--- src/rtl/multicycle_control_fsm_pkg.sv ---
// Shared encodings for the multicycle control path: FSM states, opcodes,
// datapath select values and the bundled control-output struct.
package multicycle_pkg;

  // FSM state encodings (4-bit, also exported on the debug port)
  localparam logic [3:0] S_RST    = 4'd0;
  localparam logic [3:0] S_FETCH  = 4'd1;
  localparam logic [3:0] S_DECODE = 4'd2;
  localparam logic [3:0] S_EXE_C  = 4'd3;
  localparam logic [3:0] S_WB_C   = 4'd4;
  localparam logic [3:0] S_EXE_I  = 4'd5;
  localparam logic [3:0] S_WB_I   = 4'd6;
  localparam logic [3:0] S_MEM_RD = 4'd7;
  localparam logic [3:0] S_WB_LD  = 4'd8;
  localparam logic [3:0] S_MEM_WR = 4'd9;
  localparam logic [3:0] S_JUMP   = 4'd10;
  localparam logic [3:0] S_BRZ    = 4'd11;

  // Opcodes (IR[15:12]); the ALU-control decoder shares these
  localparam logic [3:0] OP_LOAD  = 4'b0000;
  localparam logic [3:0] OP_STORE = 4'b0001;
  localparam logic [3:0] OP_JUMP  = 4'b0010;
  localparam logic [3:0] OP_BRZ   = 4'b0100;
  localparam logic [3:0] OP_TYPEC = 4'b1000;
  localparam logic [3:0] OP_ADDI  = 4'b1100;
  localparam logic [3:0] OP_SUBI  = 4'b1101;
  localparam logic [3:0] OP_ANDI  = 4'b1110;
  localparam logic [3:0] OP_ORI   = 4'b1111;

  // PC source select
  localparam logic [1:0] PCSRC_INC    = 2'b00;
  localparam logic [1:0] PCSRC_JUMP   = 2'b01;
  localparam logic [1:0] PCSRC_BRANCH = 2'b10;

  // Register-file write selects
  localparam logic REGDST_R0    = 1'b0;
  localparam logic REGDST_RI    = 1'b1;
  localparam logic MEMTOREG_ALU = 1'b0;
  localparam logic MEMTOREG_MDR = 1'b1;

  typedef struct packed {
    logic       mem_read;
    logic       mem_write;
    logic       iord;
    logic       ir_write;
    logic       mdr_write;
    logic       pc_write;
    logic [1:0] pc_src;
    logic       ab_write;
    logic       alu_src_b;
    logic       alu_out_write;
    logic       reg_write;
    logic       reg_dst;
    logic       mem_to_reg;
  } ctrl_t;

endpackage

--- src/rtl/multicycle_control_fsm_if.sv ---
// Shared memory-port handshake: request/address select out, ready back in.
interface multicycle_control_fsm_if;
  logic MemRead;
  logic MemWrite;
  logic IorD;
  logic mem_ready;

  modport master (output MemRead, output MemWrite, output IorD, input mem_ready);
  modport slave  (input MemRead, input MemWrite, input IorD, output mem_ready);
endinterface

--- src/rtl/multicycle_control_fsm_output_decode.sv ---
// Pure combinational map from FSM state (plus ready/zero/move-to qualifiers)
// to every datapath enable and select. Anything not driven in a state is 0.
module mc_output_decode
  import multicycle_pkg::*;
(
  input  logic [3:0] state,
  input  logic       mem_ready,
  input  logic       Zero,
  input  logic       isMoveTo,
  output ctrl_t      ctrl
);

  // Per-state control outputs; unknown encodings fall through to all-zero
  always_comb begin
    ctrl = '0;
    case (state)
      S_FETCH: begin
        ctrl.mem_read = 1'b1;
        ctrl.iord     = 1'b0;
        // IR and PC only load on the cycle the read actually completes
        if (mem_ready) begin
          ctrl.ir_write = 1'b1;
          ctrl.pc_write = 1'b1;
          ctrl.pc_src   = PCSRC_INC;
        end
      end
      S_DECODE: ctrl.ab_write = 1'b1;
      S_EXE_C: begin
        ctrl.alu_src_b     = 1'b0;
        ctrl.alu_out_write = 1'b1;
      end
      S_WB_C: begin
        ctrl.reg_write  = 1'b1;
        ctrl.mem_to_reg = MEMTOREG_ALU;
        ctrl.reg_dst    = isMoveTo ? REGDST_RI : REGDST_R0;
      end
      S_EXE_I: begin
        ctrl.alu_src_b     = 1'b1;
        ctrl.alu_out_write = 1'b1;
      end
      S_WB_I: begin
        ctrl.reg_write  = 1'b1;
        ctrl.reg_dst    = REGDST_R0;
        ctrl.mem_to_reg = MEMTOREG_ALU;
      end
      S_MEM_RD: begin
        ctrl.mem_read  = 1'b1;
        ctrl.iord      = 1'b1;
        ctrl.mdr_write = mem_ready;
      end
      S_WB_LD: begin
        ctrl.reg_write  = 1'b1;
        ctrl.reg_dst    = REGDST_R0;
        ctrl.mem_to_reg = MEMTOREG_MDR;
      end
      S_MEM_WR: begin
        ctrl.mem_write = 1'b1;
        ctrl.iord      = 1'b1;
      end
      S_JUMP: begin
        ctrl.pc_write = 1'b1;
        ctrl.pc_src   = PCSRC_JUMP;
      end
      S_BRZ: begin
        ctrl.pc_src   = PCSRC_BRANCH;
        ctrl.pc_write = Zero;
      end
      default: ;
    endcase
  end

endmodule

--- src/rtl/multicycle_control_fsm.sv ---
// Main multicycle control FSM: state register plus next-state logic.
// Outputs are decoded combinationally from the state so an asynchronous
// reset kills every request (including an in-flight write) immediately.
module multicycle_control_fsm
  import multicycle_pkg::*;
(
  input  logic                           clk,
  input  logic                           rst_n,
  input  logic [3:0]                     Op,
  input  logic                           isMoveTo,
  input  logic                           isNop,
  input  logic                           Zero,
  multicycle_control_fsm_if.master       mem,
  output logic                           IRWrite,
  output logic                           MDRWrite,
  output logic                           PCWrite,
  output logic [1:0]                     PCSrc,
  output logic                           ABWrite,
  output logic                           ALUSrcB,
  output logic                           AluOutWrite,
  output logic                           RegWrite,
  output logic                           RegDst,
  output logic                           MemToReg,
  output logic                           illegal_op,
  output logic [3:0]                     state
);

  logic [3:0] state_q, state_d;
  ctrl_t      ctrl;

  // Next-state selection; opcode dispatch happens only in DECODE
  always_comb begin
    state_d    = state_q;
    illegal_op = 1'b0;
    case (state_q)
      S_RST:    state_d = S_FETCH;
      S_FETCH:  if (mem.mem_ready) state_d = S_DECODE;
      S_DECODE: begin
        case (Op)
          OP_TYPEC:                            state_d = isNop ? S_FETCH : S_EXE_C;
          OP_ADDI, OP_SUBI, OP_ANDI, OP_ORI:   state_d = S_EXE_I;
          OP_LOAD:                             state_d = S_MEM_RD;
          OP_STORE:                            state_d = S_MEM_WR;
          OP_JUMP:                             state_d = S_JUMP;
          OP_BRZ:                              state_d = S_BRZ;
          default: begin
            illegal_op = 1'b1;
            state_d    = S_FETCH;
          end
        endcase
      end
      S_EXE_C:  state_d = S_WB_C;
      S_EXE_I:  state_d = S_WB_I;
      S_MEM_RD: if (mem.mem_ready) state_d = S_WB_LD;
      S_MEM_WR: if (mem.mem_ready) state_d = S_FETCH;
      default:  state_d = S_FETCH;  // write-backs, JUMP, BRZ, unreachable codes
    endcase
  end

  // State register, the only storage in the block
  always_ff @(posedge clk or negedge rst_n) begin
    if (!rst_n) state_q <= S_RST;
    else        state_q <= state_d;
  end

  mc_output_decode u_out (
    .state     (state_q),
    .mem_ready (mem.mem_ready),
    .Zero      (Zero),
    .isMoveTo  (isMoveTo),
    .ctrl      (ctrl)
  );

  assign mem.MemRead  = ctrl.mem_read;
  assign mem.MemWrite = ctrl.mem_write;
  assign mem.IorD     = ctrl.iord;
  assign IRWrite      = ctrl.ir_write;
  assign MDRWrite     = ctrl.mdr_write;
  assign PCWrite      = ctrl.pc_write;
  assign PCSrc        = ctrl.pc_src;
  assign ABWrite      = ctrl.ab_write;
  assign ALUSrcB      = ctrl.alu_src_b;
  assign AluOutWrite  = ctrl.alu_out_write;
  assign RegWrite     = ctrl.reg_write;
  assign RegDst       = ctrl.reg_dst;
  assign MemToReg     = ctrl.mem_to_reg;
  assign state        = state_q;

endmodule

--- src/flat_wrapper.sv ---
// flat-port wrapper written by rule: the top's interface ports become plain ports
module multicycle_control_fsm_flat import multicycle_pkg::*;
  (clk, rst_n, Op, isMoveTo, isNop, Zero, IRWrite, MDRWrite, PCWrite, PCSrc, ABWrite, ALUSrcB, AluOutWrite, RegWrite, RegDst, MemToReg, illegal_op, state, mem_MemRead, mem_MemWrite, mem_IorD, mem_mem_ready);
  multicycle_control_fsm_if mem_i ();
  input  logic clk;
  input  logic rst_n;
  input  logic [3:0] Op;
  input  logic isMoveTo;
  input  logic isNop;
  input  logic Zero;
  output logic IRWrite;
  output logic MDRWrite;
  output logic PCWrite;
  output logic [1:0] PCSrc;
  output logic ABWrite;
  output logic ALUSrcB;
  output logic AluOutWrite;
  output logic RegWrite;
  output logic RegDst;
  output logic MemToReg;
  output logic illegal_op;
  output logic [3:0] state;
  output wire logic [$bits(mem_i.MemRead)-1:0] mem_MemRead;
  output wire logic [$bits(mem_i.MemWrite)-1:0] mem_MemWrite;
  output wire logic [$bits(mem_i.IorD)-1:0] mem_IorD;
  input wire logic [$bits(mem_i.mem_ready)-1:0] mem_mem_ready;
  assign mem_MemRead = mem_i.MemRead;
  assign mem_MemWrite = mem_i.MemWrite;
  assign mem_IorD = mem_i.IorD;
  assign mem_i.mem_ready = mem_mem_ready;
  multicycle_control_fsm u_core (.clk(clk), .rst_n(rst_n), .Op(Op), .isMoveTo(isMoveTo), .isNop(isNop), .Zero(Zero), .mem(mem_i), .IRWrite(IRWrite), .MDRWrite(MDRWrite), .PCWrite(PCWrite), .PCSrc(PCSrc), .ABWrite(ABWrite), .ALUSrcB(ALUSrcB), .AluOutWrite(AluOutWrite), .RegWrite(RegWrite), .RegDst(RegDst), .MemToReg(MemToReg), .illegal_op(illegal_op), .state(state));
endmodule
--- config.mk ---
export PLATFORM = sky130hd
export DESIGN_NAME = multicycle_control_fsm_flat
export DESIGN_NICKNAME = d
export VERILOG_FILES = /design/src/rtl/multicycle_control_fsm_pkg.sv /design/src/rtl/multicycle_control_fsm_if.sv /design/src/rtl/multicycle_control_fsm_output_decode.sv /design/src/rtl/multicycle_control_fsm.sv /design/src/flat_wrapper.sv
export SDC_FILE = /design/constraint.sdc
export NUM_CORES = 1
export LEC_CHECK = 0
export CAP_MARGIN = 0
export CORE_UTILIZATION = 35
export DETAILED_ROUTE_END_ITERATION = 6
export PLACE_DENSITY = 0.75
export SLEW_MARGIN = 10
export SYNTH_ARGS = -nofsm -noshare
export SYNTH_HDL_FRONTEND = slang
export SYNTH_SLANG_ARGS = --single-unit
--- constraint.sdc ---
create_clock -name clk -period 2.4 [get_ports clk]
set_clock_uncertainty 0.15 [all_clocks]
set_input_delay 0.48 -clock clk [delete_from_list [all_inputs] [get_ports clk]]
set_output_delay 0.48 -clock clk [all_outputs]
set_load 0.02 [all_outputs]
Word-level counts from Yosys, hierarchy flattened
Cells that the tools add are included.
{ "totals": {"regBits": 4, "inputBits": 10, "out_inout_bits": 19} }
{ "op_classes": {"muxes": 20, "n_reduce_logical": 6, "eq_ne": 22} }
{ "ops": {"columns": ["op", "count"], "rows": [
  ["$pmux 4 s6", 2],
  ["$eq 4x4->1 const B", 9],
  ["$eq 4x3->1 const B", 5],
  ["$pmux 3 s3", 2],
  ["$eq 4x2->1 const B", 3],
  ["$mux 4", 3],
  ["$mux 1", 10],
  ["$reduce_or 9->1", 1],
  ["$eq 4x1->1 const B", 2],
  ["$ne 2x2->1 const B", 3],
  ["$logic_not 4->1", 1],
  ["$pmux 2 s2", 1],
  ["$reduce_or 2->1", 2],
  ["$reduce_or 4->1", 1],
  ["$mux 3", 1],
  ["$reduce_and 3->1", 1],
  ["$mux 2", 1]
]} }

Depth between registers and ports, before layout
Gate-level depths: netlist (run 1).
{ "depth": {"ltp_word": 4, "mapped_depth": 4, "mapped_depth_nobuf": 3} }

Modules after synthesis
A second synthesis (run 1) with hierarchy kept.
{ "unflattened": {"hier_cells": 65, "hier_area_um2": 491.7} }
{ "modules_own_cells": {"columns": ["mod", "n_inst", "area_per_inst_um2", "cells_each", "seq_area_each_um2"], "rows": [
  ["multicycle_control_fsm", 1, 312.8, 34, 100.1],
  ["mc_output_decode", 1, 178.9, 31, 0.0]
]} }

Least setup slack after synthesis (run 1)
Ideal clock, no wire load.
{ "synth_timing": {"path_type": "flip-flop to output port", "from": "reg u_core.state_q[0] (netlist: u_core.state[0])", "to": "out illegal_op", "path_buffers": 0, "t_arrival_ns": 1.714, "required_time_ns": 1.770, "stages_incl_launch_ff": 3, "setup_slack_ns": 0.056, "path_cell_list": "dfrtp_1 > or4b_4 > a2111oi_2"} }
{ "synth_via": {"elab_chain_cells": 2} }
{ "synth_lines": {"columns": ["element", "line", "source"], "rows": [
  ["start: declaration", "multicycle_control_fsm.sv:28", "logic [3:0] state_q, state_d;"],
  ["start signal: assignment", "multicycle_control_fsm.sv:63", "else state_q <= state_d;"],
  ["$eq 4x2->1", "multicycle_control_fsm.sv:35", "case (state_q)"],
  ["$mux 1", "multicycle_control_fsm.sv:35", null],
  ["end: declaration", "flat_wrapper.sv:21", "output logic illegal_op;"]
]} }
No other way between the ends.

Worst setup path in the final report (run 1)
Ends and elaborated chain as after synthesis.

==> impl_metrics.env, run 1 <==
export IMPL_status="completed"
export IMPL_synth_mux_area_share_pct=2.16
export IMPL_core_sq_um=1170
export IMPL_yosysWarnings=0
export IMPL_path_clk_slew_ps=40
export IMPL_antenna_left=0
export IMPL_synth_edf_count=0
export IMPL_die_w_microns=38.4
export IMPL_cp_max_fo=2
export IMPL_clock_sinks=4
export IMPL_tightestPinTransition_ps=238
export IMPL_crit_type="reg2out"
export IMPL_hold_viol_final=0
export IMPL_synthCells=62
export IMPL_cp_required_ps=1770
export IMPL_fin_util_pct=73.5
export IMPL_h_tree_depth=1
export IMPL_instances_no_fill=116
export IMPL_p_int_uw=458
export IMPL_fillers=97
export IMPL_yosysUniqueCellTypes=33
export IMPL_start_util_pct=39.5
export IMPL_report_final_setup_viol=0
export IMPL_rows=12
export IMPL_syn_to_final_growth_pct=85.9
export IMPL_dpl_hpwl_microns=1040
export IMPL_syn_num_nets=72
export IMPL_drv_cap=0
export IMPL_final_nets=114
export IMPL_p_leak_uw=0.000462
export IMPL_fin_total_pwr_uw=880
export IMPL_antenna_found_initial=0
export IMPL_die_h_microns=38.4
export IMPL_gp_congestion=0.711
export IMPL_dp_cells=113
export IMPL_ys_seq_area_share_pct=21.6
export IMPL_endpoint_kind="output port"
export IMPL_synth_async_reset_ratio_pct=100
export IMPL_drive_gt1_share_pct=23.5
export IMPL_num_antenna_cells=0
export IMPL_cts_tree="yes"
export IMPL_clkPwrFrac_pct=10.0
export IMPL_cts_path_max_buffers=2
export IMPL_drt_iter0_markers=8
export IMPL_syn_cell_area_sq_um=463
export IMPL_synth_fa_ha_area_share_pct=0
export IMPL_largest_register_ffs=4
export IMPL_seq_area_sq_um=100
export IMPL_via_per_inst=5.12
export IMPL_power_density_nw_per_um2=1020
export IMPL_grt_pass1_wl_microns=2180
export IMPL_postCtsHoldBufs=0
export IMPL_multi_input_area_sq_um=340
export IMPL_synth_xor_area_share_pct=3.78
export IMPL_drc_errors=0
export IMPL_layout_commonest_cell="buf_4"
export IMPL_synth_top_family_by_area="simple AND/OR/NAND/NOR gates"
export IMPL_syn_area_per_cell_sq_um=7.47
export IMPL_wire_per_inst_microns=11.8
export IMPL_layout_common_cells="buf_4, clkdlybuf4s50_1, dlygate4sd2_1, nor2_1, o21ai_0"
export IMPL_worstSetupStartpointType="register"
export IMPL_synth_compound_area_share_pct=29.2
export IMPL_slew_viol_final=0
export IMPL_swShare_pct=48.0
export IMPL_post_cts_buffers=0
export IMPL_clk_latency_ps=250
export IMPL_track_usage_pct=22.0
export IMPL_rsz0062_at_grt="false"
export IMPL_die_area_sq_um=1470
export IMPL_timing_slew_headroom_pct=83.9
export IMPL_vias=594
export IMPL_reg2reg_depth=3
export IMPL_final_min_clock_period_ps=2340
export IMPL_ys_seq_elements=4
export IMPL_worstPathArrival_ps=1710
export IMPL_grt_pass1_vias=507
export IMPL_grt_max_degree=15
export IMPL_numCtsBuffers=3
export IMPL_drt_total_wl_microns=1360
export IMPL_vdd_ir_drop_worst_mv=0.855
export IMPL_hold_class="in2async"
export IMPL_p_sw_uw=423
export IMPL_clockRootBuffer="clkbuf_4"
export IMPL_io_pins=29
export IMPL_fmax_mhz=427
export IMPL_p_seq_share_pct=12.5
export IMPL_overflow=0
export IMPL_pwr_share_comb_pct=77.6
export IMPL_synth_flop_cell="dfrtp_1"
export IMPL_finalCritPeriodShare_pct=97.6
export IMPL_io_buffers=28
export IMPL_yosys_area_share_simple_pct=35.7
export IMPL_drtPass1Iterations=4
-- power groups by stage --
stage          registers, uW  clock network (uW)  logic (uW)
2_1_floorplan            161                   0         352
3_3_place_gp             109                   0         720
3_5_place_dp             110                   0         729
4_1_cts                  109                91.3         682
5_1_grt                  114                94.1         744
6_report                 110                87.7         683
-- layout make-up --
class / count / area share, %
tap: 14 / 2.03
inverter: 4 / 1.74
timing repair buffer: 41 / 42.4
sequential: 4 / 11.6
multi-input combinational: 50 / 39.5
clock buffer: 3 / 2.62
-- Yosys cell counts (all sizes together) (2+ instances only) --
cell type	count	area, sq um
a21oi	4	20.0
a21o	2	15.0
or4	2	15.0
o21ai	5	25.0
or4b	2	23.8
nand2	4	15.0
dfrtp	4	100
nor3	2	10.0
nor2	7	26.3
inv	4	15.0
buf	4	20.0
nor2b	3	18.8
-- metal layers --
layer,GRT usage [%],part of all wire (%)
met1,24.6,43
met2,39.0,48
met3,2.91,6.6
met4,12.9,1.6
met5,0,0
-- kinds of logic (layout without fill, tap and decap cells) --
logic type | after synthesis | count (layout)
AO/OA/AOI/OAI | 19 | 19
AND/OR/NAND/NOR | 28 | 28
flip-flops | 4 | 4
buffers and inverters | 8 | 48
XOR/XNOR | 2 | 2
multiplexers | 1 | 1
-- per-stage QoR --
step,area (sq um),setup WS [ps],hold slack (ps),setup TNS [ps]
2_1_floorplan,463,55.5,34.4,0
3_3_place_gp,838,-388,444,-1200
3_5_place_dp,838,-413,459,-1350
4_1_cts,835,7.83,280,0
5_1_grt,861,10.5,294,0
6_report,861,56.4,282,0
-- final timing paths --
path	start	to	slack, ps
setup / recovery	u_core.state[0]	illegal_op	60
hold / removal	rst_n	u_core.state[0]	280
setup reg to reg	u_core.state[0]	u_core.state[3]	770
hold reg to reg	u_core.state[3]	u_core.state[2]	450
max in group asynchronous	rst_n	u_core.state[1]	1640
min in group clk	u_core.state[3]	u_core.state[2]	450
-- repair_timing --
action                     CTS  global route
resized for setup           22             7
pin swaps                    0             1
setup endpoints to repair   12             6
-- worst max-delay path: stages, from the launching register on --
cell,delay (ps)
dfrtp_1,370
or4b_4,580
a2111oi_4,310
buf_2,210
No activity file was read; power rests on OpenSTA's default activity.
==> run 2: changes to the inputs <==
==> constraint.sdc (replaced) <==
create_clock -name clk -period 2.4 [get_ports clk]
set_clock_uncertainty 0.15 [all_clocks]
set_input_delay 0.72 -clock clk [delete_from_list [all_inputs] [get_ports clk]]
set_output_delay 0.72 -clock clk [all_outputs]
set_load 0.02 [all_outputs]
==> run 2 against run 1 <==
  * The run now ends with setup timing left
  * Worst setup slack got worse by 93 ps
  * Sequential power rose by 8%
  * Global-route usage rose by 4.7 points
  * Die area did not move
  * First-iteration DRC count rose by 88%
  * Routed wire length rose by 26%
  * Fmax fell by 3.8%
  * Critical path type unchanged
  * Critical endpoint is now PCWrite
  * Largest cell class is now multi-input combinational cells
==> impl_metrics.env, run 2 (synthesized netlist as in run 1, its figures left out) <==
export IMPL_status="complete, but fails checks"
export IMPL_violations="setup timing"
export IMPL_start_util_pct=39.5
export IMPL_r2r_start="u_core.state[3]"
export IMPL_endpoint_kind="output port"
export IMPL_path_clk_slew_ps=40
export IMPL_die_w_microns=38.4
export IMPL_worstSetupStartpointType="register"
export IMPL_wl_met1_microns=752
export IMPL_vias=653
export IMPL_worst_hold_path_num_cells=3
export IMPL_min_from="u_core.state[3]"
export IMPL_slew_viol_final=0
export IMPL_io_pins=29
export IMPL_wl_met3_microns=59
export IMPL_drtPass1Iterations=4
export IMPL_hold_class="reg2reg"
export IMPL_vdd_ir_drop_worst_mv=0.752
export IMPL_track_usage_pct=26.6
export IMPL_worstReg2RegEnd="u_core.state[3]"
export IMPL_finalSetupTns_ps=-71.3
export IMPL_drv_cap=0
export IMPL_overflow=0
export IMPL_finalCritPeriodShare_pct=102
export IMPL_final_min_clock_period_ps=2440
export IMPL_layout_setup_ws_ps=-36.1
export IMPL_postCtsHoldBufs=0
export IMPL_cp_max_fo=3
export IMPL_tightestPinTransition_ps=263
export IMPL_p_leak_uw=0.000427
export IMPL_post_cts_buffers=0
export IMPL_rows=12
export IMPL_num_antenna_cells=0
export IMPL_via_per_inst=5.40
export IMPL_clock_sinks=4
export IMPL_power_density_nw_per_um2=1100
export IMPL_rsz0062_at_grt="true"
export IMPL_worstPathArrival_ps=1570
export IMPL_cts_tree="yes"
export IMPL_largest_register_ffs=4
export IMPL_report_final_setup_viol=2
export IMPL_topRoutingLayerUsed="met4"
export IMPL_wire_per_inst_microns=14.2
export IMPL_layout_common_cells="buf_4, clkbuf_2, clkdlybuf4s50_1, nor2_1"
export IMPL_syn_to_final_growth_pct=89.2
export IMPL_core_sq_um=1170
export IMPL_timing_slew_headroom_pct=82.4
export IMPL_drt_iter0_markers=15
export IMPL_grt_max_degree=15
export IMPL_antenna_found_initial=0
export IMPL_grt_pass1_wl_microns=2600
export IMPL_post_route_cell_area_sq_um=876
export IMPL_hold_viol_final=0
export IMPL_r2r_slack_ps=740
export IMPL_reg2reg_depth=3
export IMPL_die_area_sq_um=1470
export IMPL_fillers=95
export IMPL_clk_latency_ps=230
export IMPL_fmax_mhz=410
export IMPL_antenna_left=0
export IMPL_grt_pass1_vias=624
export IMPL_drc_errors=0
export IMPL_h_tree_depth=1
export IMPL_clockRootBuffer="clkbuf_4"
export IMPL_final_nets=119
export IMPL_io_buffers=28
export IMPL_drt_total_wl_microns=1720
export IMPL_numCtsBuffers=3
export IMPL_hold_end="u_core.state[2]"
export IMPL_layout_commonest_cell="buf_4"
export IMPL_die_h_microns=38.4
export IMPL_cts_path_max_buffers=2
export IMPL_placed_area_sq_um=892
export IMPL_gp_congestion=0.804
export IMPL_crit_type="reg2out"
export IMPL_dpl_hpwl_microns=1320
export IMPL_cp_required_ps=1530
export IMPL_drive_gt1_share_pct=49.5
export IMPL_wl_met2_microns=901
[run 2: cell count changes in the layout (fill, tap and decap cells not counted), sizes merged]
cell           change
dlymetal6s2s       -3
clkdlybuf4s50      -5
dlygate4sd2        -7
buf               +13
clkbuf             +7
[run 2: what timing repair did]
item                       4_1_cts  5_1_grt
gates cloned                     0        0
resized for setup               70       19
pin swaps                        6        7
hold endpoints to repair         0        0
setup endpoints to repair       15       11
[run 2: through the flow]
step	hold WS (ps)	total power (uW)	worst slack, ps	std cells	util (%)
4_1_cts	496	978	-175	121	76.8
5_1_grt	510	1020	-72.9	121	74.8
3_5_place_dp	494	908	-952	118	76.2
6_report	498	964	-36.1	121	74.8
2_1_floorplan	274	520	27.8	62	-
3_3_place_gp	482	889	-873	118	76.2
[run 2: where the power goes]
| group | leakage (uW) | internal (uW) | switching (uW) |
|---|---|---|---|
| clock | 0.0000138 | 55.8 | 26.2 |
| sequential | 0.0000502 | 95.8 | 23.0 |
| combinational | 0.000363 | 353 | 410 |
[run 2: worst max path at each step]
stage               slack (ps)             from  depth (start not counted)    endpoint
floorplan                   30    mem_mem_ready                          3     IRWrite
global placement          -870    mem_mem_ready                          5     PCWrite
CTS                       -180  u_core.state[2]                          3  illegal_op
detailed placement        -950    mem_mem_ready                          5     PCWrite
finish                     -40  u_core.state[0]                          5     PCWrite
global route               -70  u_core.state[3]                          3  illegal_op
[run 2: per-layer routing]
layer	vias to the layer above	global-route usage (%)
met3	2	8.14
met4	0	14.7
met1	315	31.2
met2	18	42.8
li1	318	-
met5	-	0
[run 2: final cells by class]
class / count / area [sq um] / area share (%)
well taps: 14 / 17.5 / 2.00
multi-input cells: 50 / 367 / 41.9
inverters: 4 / 15.0 / 1.71
flip-flops and latches: 4 / 100 / 11.4
clock buffers: 3 / 22.5 / 2.57
repair buffers: 46 / 354 / 40.4
[run 2: critical path, stage by stage, from the launching register on]
cell and delay (ps):
dfrtp_1 380, buf_6 110, inv_2 30, or4_4 510
a21oi_2 140, buf_4 150
